`src/rtl/seq_arb_pkg.sv`:
```
// Shared types and helpers for the sequential-resource round-robin arbiter.
package seq_arb_pkg;

  typedef enum logic [1:0] {
    IDLE = 2'd0,
    BUSY = 2'd1,
    GAP  = 2'd2
  } arb_state_e;

  // The rotating search views the request vector doubled, so wrap-around is a plain shift.
  function automatic int rr_search_w(input int n);
    return 2 * n;
  endfunction

endpackage

```
`src/rtl/seq_rr_arbiter_rr_pick.sv`:
```
// Rotating-priority picker: first set request at or above ptr, wrapping to 0.
module rr_pick
  import seq_arb_pkg::*;
#(
  parameter int N_REQ = 4,
  localparam int ID_W = $clog2(N_REQ)
) (
  input  logic [N_REQ-1:0] req,
  input  logic [ID_W-1:0]  ptr,
  output logic [ID_W-1:0]  sel,
  output logic             found
);

  localparam int SW = rr_search_w(N_REQ);

  logic [SW-1:0]    dbl;
  logic [N_REQ-1:0] rot;

  always_comb begin
    dbl   = {req, req} >> ptr;
    rot   = dbl[N_REQ-1:0];
    sel   = '0;
    found = 1'b0;
    // Scan downward so the lowest rotated offset (closest to ptr) wins.
    for (int i = N_REQ - 1; i >= 0; i--) begin
      if (rot[i]) begin
        found = 1'b1;
        sel   = ID_W'((int'(ptr) + i) % N_REQ);
      end
    end
  end

endmodule

```
`src/rtl/seq_rr_arbiter.sv`:
```
// Round-robin owner arbiter for one shared sequential datapath: registered grant,
// bounded hold with forced revoke, and one dead cycle between owners.
module seq_rr_arbiter
  import seq_arb_pkg::*;
#(
  parameter int N_REQ    = 4,
  parameter int MAX_HOLD = 16,
  localparam int ID_W    = $clog2(N_REQ),
  localparam int HOLD_W  = (MAX_HOLD == 0) ? 1 : $clog2(MAX_HOLD + 1)
) (
  input  logic             clk,
  input  logic             rst,
  input  logic [N_REQ-1:0] req,
  input  logic             rel,
  output logic [N_REQ-1:0] gnt,
  output logic [ID_W-1:0]  gnt_id,
  output logic             busy,
  output logic             timeout
);

  arb_state_e        state, state_nx;
  logic [ID_W-1:0]   ptr, ptr_nx, sel, id_nx;
  logic [HOLD_W-1:0] hold_cnt, hold_nx;
  logic [N_REQ-1:0]  gnt_nx;
  logic              busy_nx, timeout_nx, found;
  logic              withdraw, limit_hit, release_now;

  rr_pick #(.N_REQ(N_REQ)) u_pick (
    .req   (req),
    .ptr   (ptr),
    .sel   (sel),
    .found (found)
  );

  assign withdraw    = !req[gnt_id];
  assign limit_hit   = (MAX_HOLD != 0) && (hold_cnt == HOLD_W'(MAX_HOLD - 1));
  assign release_now = rel || withdraw || limit_hit;

  always_ff @(posedge clk or negedge rst) begin
    if (!rst) begin
      state    <= IDLE;
      ptr      <= '0;
      hold_cnt <= '0;
      gnt      <= '0;
      gnt_id   <= '0;
      busy     <= 1'b0;
      timeout  <= 1'b0;
    end else begin
      state    <= state_nx;
      ptr      <= ptr_nx;
      hold_cnt <= hold_nx;
      gnt      <= gnt_nx;
      gnt_id   <= id_nx;
      busy     <= busy_nx;
      timeout  <= timeout_nx;
    end
  end

  always_comb begin
    state_nx = state;
    case (state)
      IDLE, GAP: state_nx = found ? BUSY : IDLE;
      BUSY:      state_nx = release_now ? GAP : BUSY;
      default:   state_nx = IDLE;
    endcase
  end

  always_comb begin
    ptr_nx     = ptr;
    hold_nx    = hold_cnt;
    gnt_nx     = gnt;
    id_nx      = gnt_id;
    busy_nx    = busy;
    timeout_nx = 1'b0;
    case (state)
      IDLE, GAP: begin
        gnt_nx  = found ? (N_REQ'(1) << sel) : '0;
        id_nx   = found ? sel : '0;
        busy_nx = found;
        hold_nx = '0;
      end
      BUSY: begin
        if (release_now) begin
          gnt_nx     = '0;
          id_nx      = '0;
          busy_nx    = 1'b0;
          ptr_nx     = (gnt_id == ID_W'(N_REQ - 1)) ? '0 : gnt_id + 1'b1;
          // A voluntary release or withdrawal outranks the hold limit.
          timeout_nx = !rel && !withdraw;
        end else if (hold_cnt != '1) begin
          hold_nx = hold_cnt + 1'b1;
        end
      end
      default: begin
        gnt_nx  = '0;
        id_nx   = '0;
        busy_nx = 1'b0;
      end
    endcase
  end

endmodule

```
`config.mk`:
```
export PLATFORM = sky130hd
export DESIGN_NAME = seq_rr_arbiter
export DESIGN_NICKNAME = d
export VERILOG_FILES = /design/src/rtl/seq_arb_pkg.sv /design/src/rtl/seq_rr_arbiter_rr_pick.sv /design/src/rtl/seq_rr_arbiter.sv
export SDC_FILE = /design/constraint.sdc
export NUM_CORES = 1
export LEC_CHECK = 0
export BUFFER_PORTS_ARGS = -buffer_cell sky130_fd_sc_hd__buf_2
export CAP_MARGIN = 10
export CORE_ASPECT_RATIO = 2
export CORE_MARGIN = 5
export CORE_UTILIZATION = 31
export CTS_CLUSTER_SIZE = 24
export DETAILED_ROUTE_END_ITERATION = 7
export PLACE_DENSITY = 0.51
export SLEW_MARGIN = 25
export SYNTH_ARGS = -nofsm -noshare
export SYNTH_HDL_FRONTEND = slang
export SYNTH_SLANG_ARGS = --single-unit
```
`constraint.sdc`:
```
create_clock -name clk -period 2.8 [get_ports clk]
set_input_delay 0.42 -clock clk [delete_from_list [all_inputs] [get_ports clk]]
set_output_delay 0.42 -clock clk [all_outputs]
set_load 0.02 [all_outputs]
```
==> flow_metrics.env, run 1 <==
export IMPL_post_cts_buffers=0
export IMPL_netlist_instances=81
export IMPL_synth_nets=92
export IMPL_yosys_top_cells_area="dfrtp_1, mux2i_1, ha_1"
export IMPL_register_area_sq_um=425.4
export IMPL_power_leakage_nw=0.4910
export IMPL_post_route_period_util=0.7907
export IMPL_hold_viol=0
export IMPL_post_cts_resized=0
export IMPL_area_growth_syn_to_layout_pct=16.39
export IMPL_ys_async_sr_fraction=1.000
export IMPL_viasPerCell=5.378
export IMPL_preCtsSetupSlack_ns=0.5903
export IMPL_vdd_drop_max_uv=343.8
export IMPL_yosysMostFrequentCell="dfrtp_1"
export IMPL_crit_path_end_kind="register"
export IMPL_fin_crit_ns=2.214
export IMPL_grt_pass1_wl_um=3263
export IMPL_finish_utilization=0.3785
export IMPL_grt_ovfl_total=0
export IMPL_fp_dieW_um=48.12
export IMPL_syn_area_sq_um=900.9
export IMPL_fin_tns_setup_ns=0
export IMPL_row_count=27
export IMPL_clk_pin_slew_ns=0.07
export IMPL_route_detailed_drc=0
export IMPL_start_util=0.3252
export IMPL_ys_seq_area_frac=0.4722
export IMPL_cts_hold_buf=0
export IMPL_vias=683
export IMPL_hold_class="in2async"
export IMPL_cts_buffers=3
export IMPL_antenna_left=0
export IMPL_start_kind="register"
export IMPL_grt_pass1_vias=699
export IMPL_first_iter_violations=5
export IMPL_synthTopCellsByCount="dfrtp_1, nand2_1, mux2i_1, nand2b_1, nor2_1"
export IMPL_timing_clock_skew_ns=0.003539
export IMPL_drive_gt1_frac=0.2551
export IMPL_layout_nets=110
export IMPL_r2r_start="hold_cnt[0]"
export IMPL_portBuffers=14
export IMPL_antenna_found_initial=0
export IMPL_arrival_ns=2.34
export IMPL_cts_tree="built"
export IMPL_critPathKind="reg2reg"
export IMPL_setup_ws_ns=0.5860
export IMPL_synth_edf_count=0
export IMPL_clock_latency_ns=0.25
export IMPL_ys_flop_type="dfrtp_1"
export IMPL_fill_cells=291
export IMPL_design_area_sq_um=1049
export IMPL_die_y_um=86.24
export IMPL_track_usage=0.1096
export IMPL_place_area_sq_um=1003
export IMPL_max_freq_mhz=451.7
export IMPL_cp_max_fo=6
export IMPL_routed_wirelength_um=1933
export IMPL_synth_top_area_frac=0.4722
export IMPL_ios=15
export IMPL_place_congestion=0.7898
export IMPL_synth_area_per_cell_sq_um=11.12
export IMPL_multi_input_area_sq_um=467.9
export IMPL_cp_startpoint="hold_cnt[0]"
export IMPL_root_buffer="clkbuf_8"
export IMPL_power_density_nw_per_um2=943.5
export IMPL_worstMarginPinSlew_ns=0.5100
export IMPL_critPathRequiredTime_ns=2.93
export IMPL_setup_viol=0
export IMPL_ys_ff_latch=17
export IMPL_cts_max_level=1
export IMPL_rsz0062_at_grt="no"
export IMPL_grt_max_degree=18
export IMPL_yosys_area_top_type="dfrtp_1"
export IMPL_diodes=0
export IMPL_max_clock_path_buffers=2
export IMPL_clock_sinks=17
export IMPL_cap_violations=0
export IMPL_yosys_warnings=0
export IMPL_coreArea_sq_um=2770
export IMPL_dp_hpwl_um=1498
export IMPL_slew_viol_final=0
export IMPL_wl_per_cell_um=15.22
export IMPL_ys_types=33
export IMPL_drt_pass1_iter_count=4
export IMPL_slew_headroom=0.6600
export IMPL_dieArea_sq_um=4150
export IMPL_status="finished clean"
[worst max-delay path, stage by stage (launching register included)]
cell and delay, ns:
dfrtp_1 0.41, ha_1 0.22, and3_1 0.17, ha_1 0.21, or3b_1 0.37, a2bb2oi_2 0.18, and3b_1 0.22, mux2_1 0.32
[final cells by class]
type,instances,share of cell area
timing repair buffer,14,0.06683
tap,29,0.03461
sequential,17,0.4057
inverter,1,0.003580
multi-input combinational,62,0.4463
clock buffer,4,0.04296
[placed cells by master, fill, tap and decap left out, types with 2 or more instances in the layout]
master     netlist  routed
nor2_1           6       6
mux2_2           2       2
a21oi_1          2       2
dfrtp_1         17      17
nand2b_1         6       6
o2bb2ai_1        5       5
buf_2            0      14
mux2i_1          6       6
clkbuf_8         0       3
nand2_1          8       8
or2_2            2       2
ha_1             4       4
[worst paths after layout]
check,to,slack (ns),cells after the start
max in group asynchronous,hold_cnt[2],2.42,1
min in group clk,timeout,0.45,3
worst max register to register,ptr[0],0.59,7
worst min register to register,gnt[0],0.48,1
worst min-delay path,gnt[2],0.09,1
worst max-delay path,ptr[0],0.59,7
[power by group]
group          switching (mW)  leakage, nW  internal (mW)
Combinational           0.208        0.246          0.176
Sequential              0.101        0.222          0.323
Clock                  0.0796       0.0228          0.101
[cells by family (layout without fill, tap and decap cells)]
family / count (synthesis) / after routing / synth area share
and+or+nand+nor: 32 / 32 / 0.1972
adders and majority gates: 4 / 4 / 0.05556
DFF: 17 / 17 / 0.4722
AOI/OAI and AO/OA: 17 / 17 / 0.1625
muxes: 9 / 9 / 0.1042
buffers and inverters: 2 / 19 / 0.008325
[per-stage QoR]
stage	hold slack, ns	power, mW	cells
detailed placement	0.3756	0.8218	123
CTS	0.1024	1.009	127
floorplan	0.1244	0.6945	81
global placement	0.3719	0.8096	123
global route	0.1173	1.079	127
finish	0.09483	0.9893	127
[metal layers]
| layer | vias to the layer above | GRT usage | wire (um) |
|---|---|---|---|
| met5 | - | 0 | 0 |
| met4 | 0 | 0.05147 | 22 |
| met3 | 2 | 0.01871 | 59 |
| met2 | 10 | 0.1882 | 1060 |
| met1 | 341 | 0.1218 | 790 |
| li1 | 330 | - | - |
[registers in the layout, summed over array words and instances (netlist names)]
register / flops
busy: 1
gnt: 4
gnt_id: 2
hold_cnt: 5
ptr: 2
state: 2
timeout: 1
Power figures use the tool's default switching activity.
==> run 2, diff against run 1 <==
--- a/config.mk
+++ b/config.mk
@@ -5,6 +5,7 @@
 export SDC_FILE = /design/constraint.sdc
 export NUM_CORES = 1
 export LEC_CHECK = 0
+export ABC_AREA = 1
 export BUFFER_PORTS_ARGS = -buffer_cell sky130_fd_sc_hd__buf_2
 export CAP_MARGIN = 10
 export CORE_ASPECT_RATIO = 2
@@ -12,7 +13,7 @@
 export CORE_UTILIZATION = 31
 export CTS_CLUSTER_SIZE = 24
 export DETAILED_ROUTE_END_ITERATION = 7
-export PLACE_DENSITY = 0.51
+export PLACE_DENSITY = 0.52
 export SLEW_MARGIN = 25
 export SYNTH_ARGS = -nofsm -noshare
 export SYNTH_HDL_FRONTEND = slang
==> constraint.sdc (replaced) <==
create_clock -name clk -period 1.8 [get_ports clk]
set_input_delay 0.27 -clock clk [delete_from_list [all_inputs] [get_ports clk]]
set_output_delay 0.27 -clock clk [all_outputs]
set_load 0.02 [all_outputs]
==> run 2 against run 1 <==
Cell count is 49% higher. Combinational power rose to 2.7 times the previous value. Worst setup slack worse by 0.41 ns. Power increased by 99%. First-iteration DRC count increased by 40%. Critical path type unchanged. Largest cell class unchanged. Largest power group is now combinational cells.
==> flow_metrics.env, run 2 <==
export IMPL_p_sw_frac=0.4791
export IMPL_antenna_left=0
export IMPL_synth_edf_count=0
export IMPL_timing_clock_skew_ns=0.001939
export IMPL_finish_utilization=0.3652
export IMPL_netlist_instances=139
export IMPL_synth_nets=150
export IMPL_cts_buffers=3
export IMPL_viasPerCell=4.947
export IMPL_critPathRequiredTime_ns=1.99
export IMPL_grt_pass1_vias=955
export IMPL_p_switching_uw=943.6
export IMPL_min_to="timeout"
export IMPL_arrival_ns=1.81
export IMPL_crit_path_end_kind="register"
export IMPL_drt_pass1_iter_count=3
export IMPL_antenna_found_initial=0
export IMPL_cap_violations=0
export IMPL_r2r_start="hold_cnt[0]"
export IMPL_wl_met1_um=840
export IMPL_cp_max_fo=6
export IMPL_setup_ws_ns=0.1758
export IMPL_grt_ovfl_total=0
export IMPL_slew_headroom=0.7329
export IMPL_clk_pin_slew_ns=0.07
export IMPL_synth_top_area_frac=0.3940
export IMPL_fin_crit_ns=1.624
export IMPL_clock_sinks=17
export IMPL_worstMarginPinSlew_ns=0.4006
export IMPL_cts_tree="built"
export IMPL_place_congestion=0.8356
export IMPL_first_iter_violations=7
export IMPL_p_clk_frac=0.146
export IMPL_clock_latency_ns=0.25
export IMPL_yosys_warnings=0
export IMPL_largestRegisters="hold_cnt (5), gnt (4)"
export IMPL_power_density_nw_per_um2=1596
export IMPL_ys_ff_latch=17
export IMPL_hold_class="in2reg"
export IMPL_grt_pass1_wl_um=3912
export IMPL_dp_hpwl_um=1881
export IMPL_status="finished clean"
export IMPL_combPwrFrac=0.535
export IMPL_track_usage=0.1043
export IMPL_dr_wl_met2_um=1259
export IMPL_row_count=30
export IMPL_internal_power_mw=1.026
export IMPL_synthTopCellsByCount="nand2_1, dfrtp_1, inv_1, nand3_1, nand2_2"
export IMPL_max_clock_path_buffers=2
export IMPL_power_share_sequential=0.319
export IMPL_ys_seq_area_frac=0.3940
export IMPL_wl_met3_um=66
export IMPL_min_from="rel"
export IMPL_hold_viol=0
export IMPL_vias=935
export IMPL_post_route_period_util=0.9023
export IMPL_reg2reg_setup_slack_ns=0.18
export IMPL_route_detailed_drc=0
export IMPL_drive_gt1_frac=0.2994
export IMPL_grt_max_degree=18
export IMPL_max_freq_mhz=615.7
export IMPL_final_common_cell="nand2_1"
export IMPL_rsz0062_at_grt="no"
export IMPL_setup_viol=0
export IMPL_yosys_top_cells_area="dfrtp_1, nand2_1, nand3_1"
export IMPL_power_leakage_nw=0.6686
export IMPL_fp_dieW_um=51.73
export IMPL_layout_nets=169
export IMPL_synth_area_per_cell_sq_um=7.768
export IMPL_reg2regPathDepth=9
export IMPL_yosysMostFrequentCell="nand2_1"
export IMPL_layout_common_cells="nand2_1, dfrtp_1, inv_1, nand3_1, buf_2"
export IMPL_ys_async_sr_fraction=1.000
export IMPL_largest_register="hold_cnt"
export IMPL_ios=15
export IMPL_preCtsSetupSlack_ns=0.1840
export IMPL_routed_wirelength_um=2235
export IMPL_ys_flop_type="dfrtp_1"
export IMPL_ys_types=26
export IMPL_largest_reg_flops=5
export IMPL_fin_tns_setup_ns=0
export IMPL_r2r_end="hold_cnt[4]"
export IMPL_start_util=0.3196
export IMPL_start_kind="register"
export IMPL_cts_max_level=1
export IMPL_critPathKind="reg2reg"
export IMPL_portBuffers=14
export IMPL_coreArea_sq_um=3378
export IMPL_die_y_um=93.47
export IMPL_dr_max_layer_used="met4"
export IMPL_wl_per_cell_um=11.83
export IMPL_area_growth_syn_to_layout_pct=14.25
export IMPL_dieArea_sq_um=4835
export IMPL_slew_viol_final=0
export IMPL_diodes=0
export IMPL_root_buffer="clkbuf_8"
export IMPL_vdd_drop_max_uv=609.6
export IMPL_yosys_area_top_type="dfrtp_1"
export IMPL_syn_area_sq_um=1080
export IMPL_post_cts_resized=0
export IMPL_hold_depth=4
[run 2: worst max-delay path, stage by stage, from the launching register on]
cell	delay, ns
dfrtp_1	0.41
ha_1	0.21
nand2_1	0.08
nor2_1	0.07
ha_1	0.20
inv_1	0.11
nand4_4	0.15
nor2_2	0.16
inv_1	0.07
o21ai_2	0.10
[run 2: worst max-delay path by stage]
stage / from / to / slack, ns / cells past startpoint
detailed placement: hold_cnt[0] / hold_cnt[4] / 0.18 / 9
CTS: hold_cnt[0] / hold_cnt[4] / 0.17 / 9
finish: hold_cnt[0] / hold_cnt[4] / 0.18 / 9
global placement: hold_cnt[0] / hold_cnt[4] / 0.23 / 9
floorplan: hold_cnt[0] / hold_cnt[4] / 0.32 / 10
global route: hold_cnt[0] / hold_cnt[1] / 0.05 / 10
[run 2: per-layer routing]
metal | up-vias | GRT usage
met5 | - | 0
met4 | 0 | 0.05252
met1 | 439 | 0.09950
li1 | 473 | -
met3 | 8 | 0.01595
met2 | 15 | 0.2021
[run 2: area by class of cell]
type | instances | area [sq um]
fill | 364 | 2145
multi-input combinational | 98 | 551.8
sequential | 17 | 425.4
inverter | 23 | 91.34
timing repair buffer | 15 | 80.08
clock buffer | 4 | 45.04
tap | 32 | 40.04
[run 2: cell families after synthesis]
logic type,synth area share
and+or+nand+nor,0.3824
xor gates and xnor gates,0.01623
adders and majority gates,0.04635
AOI/OAI and AO/OA,0.06604
buffers and inverters,0.09502
DFF,0.3940
[run 2: per-stage QoR]
stage | power [mW] | instances | hold WS, ns | cell area [sq um]
floorplan | 1.496 | 139 | -0.02559 | 1080
global placement | 1.696 | 184 | 0.2184 | 1179
detailed placement | 1.712 | 184 | 0.2320 | 1179
CTS | 2.011 | 189 | 0.3524 | 1234
global route | 2.176 | 189 | 0.3584 | 1234
finish | 1.969 | 189 | 0.3492 | 1234
[run 2: power groups by stage]
stage	Combinational, mW	Sequential [mW]	Clock [mW]
3_5_place_dp	1.07	0.639	0
5_1_grt	1.22	0.641	0.316
4_1_cts	1.08	0.631	0.301
2_1_floorplan	0.850	0.647	0
3_3_place_gp	1.06	0.634	0
6_report	1.05	0.629	0.288
[run 2: timing repair]
| item | CTS | global route |
|---|---|---|
| buffers inserted | 0 | 0 |
| hold buffers | 1 | 0 |
| hold endpoints to repair | 17 | 0 |
==> run 3, diff against run 2 <==
--- a/config.mk
+++ b/config.mk
@@ -5,7 +5,8 @@
 export SDC_FILE = /design/constraint.sdc
 export NUM_CORES = 1
 export LEC_CHECK = 0
-export ABC_AREA = 1
+export ABC_AREA = 0
+export ABC_CLOCK_PERIOD_IN_PS = 1800
 export BUFFER_PORTS_ARGS = -buffer_cell sky130_fd_sc_hd__buf_2
 export CAP_MARGIN = 10
 export CORE_ASPECT_RATIO = 2
@@ -13,7 +14,8 @@
 export CORE_UTILIZATION = 31
 export CTS_CLUSTER_SIZE = 24
 export DETAILED_ROUTE_END_ITERATION = 7
-export PLACE_DENSITY = 0.52
+export PLACE_DENSITY = 0.53
+export SETUP_SLACK_MARGIN = 0.4
 export SLEW_MARGIN = 25
 export SYNTH_ARGS = -nofsm -noshare
 export SYNTH_HDL_FRONTEND = slang
==> run 3 against run 2 <==
The flow now finishes with violations (setup timing). Maximum frequency is 22% lower. Sequential cell count stayed put. Die area is 14% lower. Critical path depth is 2 lower. Global-route usage is 2.2 points higher. Register-to-register slack worse by 0.45 ns. Clock-buffer cell count stayed put. Clock skew is 0.0041 ns higher. First-iteration DRC count is 14% lower. Core utilization is 9.6 points higher. Critical path type unchanged.
==> flow_metrics.env, run 3 (synthesized netlist as in run 1, its figures left out) <==
export IMPL_status="complete, but fails checks"
export IMPL_violations="setup timing"
export IMPL_grt_max_degree=18
export IMPL_fin_crit_ns=2.075
export IMPL_largest_register="hold_cnt"
export IMPL_cts_buffers=3
export IMPL_hold_class="in2reg"
export IMPL_setup_viol=15
export IMPL_coreArea_sq_um=2770
export IMPL_hold_depth=3
export IMPL_crit_family="simple AND/OR/NAND/NOR gates"
export IMPL_register_area_sq_um=426.7
export IMPL_grt_ovfl_total=0
export IMPL_cap_violations=0
export IMPL_total_power_mw=1.827
export IMPL_fill_cells=272
export IMPL_dp_hpwl_um=1679
export IMPL_first_iter_violations=6
export IMPL_critPathKind="reg2reg"
export IMPL_cts_max_level=1
export IMPL_cts_tree="built"
export IMPL_start_util=0.3252
export IMPL_route_detailed_drc=0
export IMPL_worstMarginPinSlew_ns=0.6368
export IMPL_min_to="timeout"
export IMPL_vdd_drop_max_uv=612.9
export IMPL_clock_latency_ns=0.25
export IMPL_rsz0062_at_grt="yes"
export IMPL_antenna_found_initial=0
export IMPL_fp_dieW_um=48.12
export IMPL_p_sw_frac=0.3981
export IMPL_row_count=27
export IMPL_worst_path_largest_cell_delay_ns=0.38
export IMPL_cpMaxStageDelayCell="dfrtp_1"
export IMPL_critPathRequiredTime_ns=1.94
export IMPL_hold_viol=0
export IMPL_slew_viol_final=0
export IMPL_crit_path_end_kind="register"
export IMPL_antenna_left=0
export IMPL_portBuffers=14
export IMPL_grt_pass1_wl_um=3850
export IMPL_max_clock_path_buffers=2
export IMPL_drt_pass1_iter_count=4
export IMPL_diodes=0
export IMPL_clk_pin_slew_ns=0.07
export IMPL_reg2regPathDepth=7
export IMPL_crit_buf_inv=0
export IMPL_setup_ws_ns=-0.2747
export IMPL_routed_wirelength_um=2244
export IMPL_power_density_nw_per_um2=1430
export IMPL_multi_input_area_sq_um=573.1
export IMPL_dieArea_sq_um=4150
export IMPL_p_switching_uw=727.4
export IMPL_preCtsSetupSlack_ns=-0.2647
export IMPL_layout_nets=125
export IMPL_die_y_um=86.24
export IMPL_r2r_start="hold_cnt[0]"
export IMPL_internal_power_mw=1.100
export IMPL_ios=15
export IMPL_layout_common_cells="dfrtp_1, buf_2, buf_4, nand2_1"
export IMPL_r2r_end="ptr[0]"
export IMPL_viasPerCell=5.296
export IMPL_timing_clock_skew_ns=0.006060
export IMPL_power_leakage_nw=0.5929
export IMPL_path_cells="ha_2 > and3_4 > ha_4 > or3b_4 > a2bb2oi_4 > and3b_1 > mux2_4"
export IMPL_reg2reg_setup_slack_ns=-0.27
export IMPL_largest_reg_flops=5
export IMPL_vias=752
export IMPL_final_common_cell="dfrtp_1"
export IMPL_wl_per_cell_um=15.80
export IMPL_clock_sinks=17
export IMPL_slew_headroom=0.5755
export IMPL_track_usage=0.1264
export IMPL_grt_pass1_vias=829
export IMPL_drive_gt1_frac=0.4690
export IMPL_largestRegisters="hold_cnt (5), gnt (4)"
export IMPL_cp_max_fo=5
export IMPL_post_route_period_util=1.153
export IMPL_start_kind="register"
export IMPL_arrival_ns=2.21
export IMPL_place_congestion=0.7297
export IMPL_power_share_sequential=0.359
export IMPL_combPwrFrac=0.486
export IMPL_p_clk_frac=0.156
export IMPL_root_buffer="clkbuf_8"
export IMPL_min_from="rel"
export IMPL_area_growth_syn_to_layout_pct=41.81
export IMPL_max_freq_mhz=482.0
## run 3: cell count changes in the layout (fill, tap and decap cells not counted), moves of 3 or more
cell | previous run | this run
buf_4 | 0 | 12
inv_1 | 16 | 1
inv_2 | 6 | 0
mux2i_1 | 0 | 5
nand2_1 | 39 | 8
nand2_2 | 10 | 0
nand2b_1 | 0 | 5
nand3_1 | 15 | 0
nand3_2 | 3 | 0
nor2_2 | 3 | 0
o21ai_1 | 5 | 0
o2bb2ai_2 | 0 | 4
## run 3: power groups by stage
stage / Sequential (mW) / Combinational, mW / Clock, mW
after floorplan: 0.691 / 0.435 / 0
after global placement: 0.645 / 0.753 / 0
after detailed placement: 0.652 / 0.775 / 0
after CTS: 0.652 / 0.868 / 0.291
after global routing: 0.682 / 0.972 / 0.312
final: 0.655 / 0.888 / 0.284
## run 3: area by class of cell
type | count | share of cell area
Clock buffer | 4 | 0.03526
Sequential cell | 17 | 0.3340
Inverter | 1 | 0.002938
Multi-Input combinational cell | 62 | 0.4486
Timing Repair Buffer | 29 | 0.1508
Tap cell | 29 | 0.02840
## run 3: per-layer routing
metal / GRT usage / routed length (um)
met3: 0.01871 / 60
met1: 0.1386 / 840
met5: 0 / 0
met4: 0.04412 / 20
met2: 0.2280 / 1323
## run 3: repair_timing
item,in CTS,in global routing
hold buffers,1,0
buffers inserted,2,0
endpoints found under the setup margin,17,17
pin swaps,4,5
resized for setup,11,4
endpoints found under the hold margin,17,0
## run 3: worst max-delay path by stage
| stage | from | end | slack [ns] | depth (start not counted) |
|---|---|---|---|---|
| after detailed placement | hold_cnt[0] | ptr[0] | -0.26 | 7 |
| final | hold_cnt[0] | ptr[0] | -0.27 | 7 |
| after global routing | hold_cnt[0] | ptr[1] | -0.33 | 9 |
| after CTS | hold_cnt[0] | ptr[0] | -0.27 | 7 |
| after global placement | hold_cnt[0] | ptr[0] | -0.23 | 7 |
| after floorplan | hold_cnt[0] | ptr[0] | -0.25 | 7 |
## run 3: worst reg2reg max path, delay by kind of cell (launching register included)
family          cells  cell delay, ns
fa+ha+maj           2            0.34
mux                 1            0.31
simple gates        3            0.76
flops               1            0.38
compound gates      1            0.17
## run 3: per-stage QoR
stage / cells / TNS, ns / util / hold slack [ns] / cell area [sq um]
2_1_floorplan: 81 / -1.533 / - / -0.02559 / 938.4
5_1_grt: 142 / -4.278 / 0.4612 / 0.3297 / 1277
4_1_cts: 142 / -2.934 / 0.4521 / 0.3104 / 1252
3_3_place_gp: 135 / -1.408 / 0.4083 / 0.2127 / 1131
6_report: 142 / -2.837 / 0.4612 / 0.3138 / 1277
3_5_place_dp: 135 / -1.880 / 0.4083 / 0.2233 / 1131
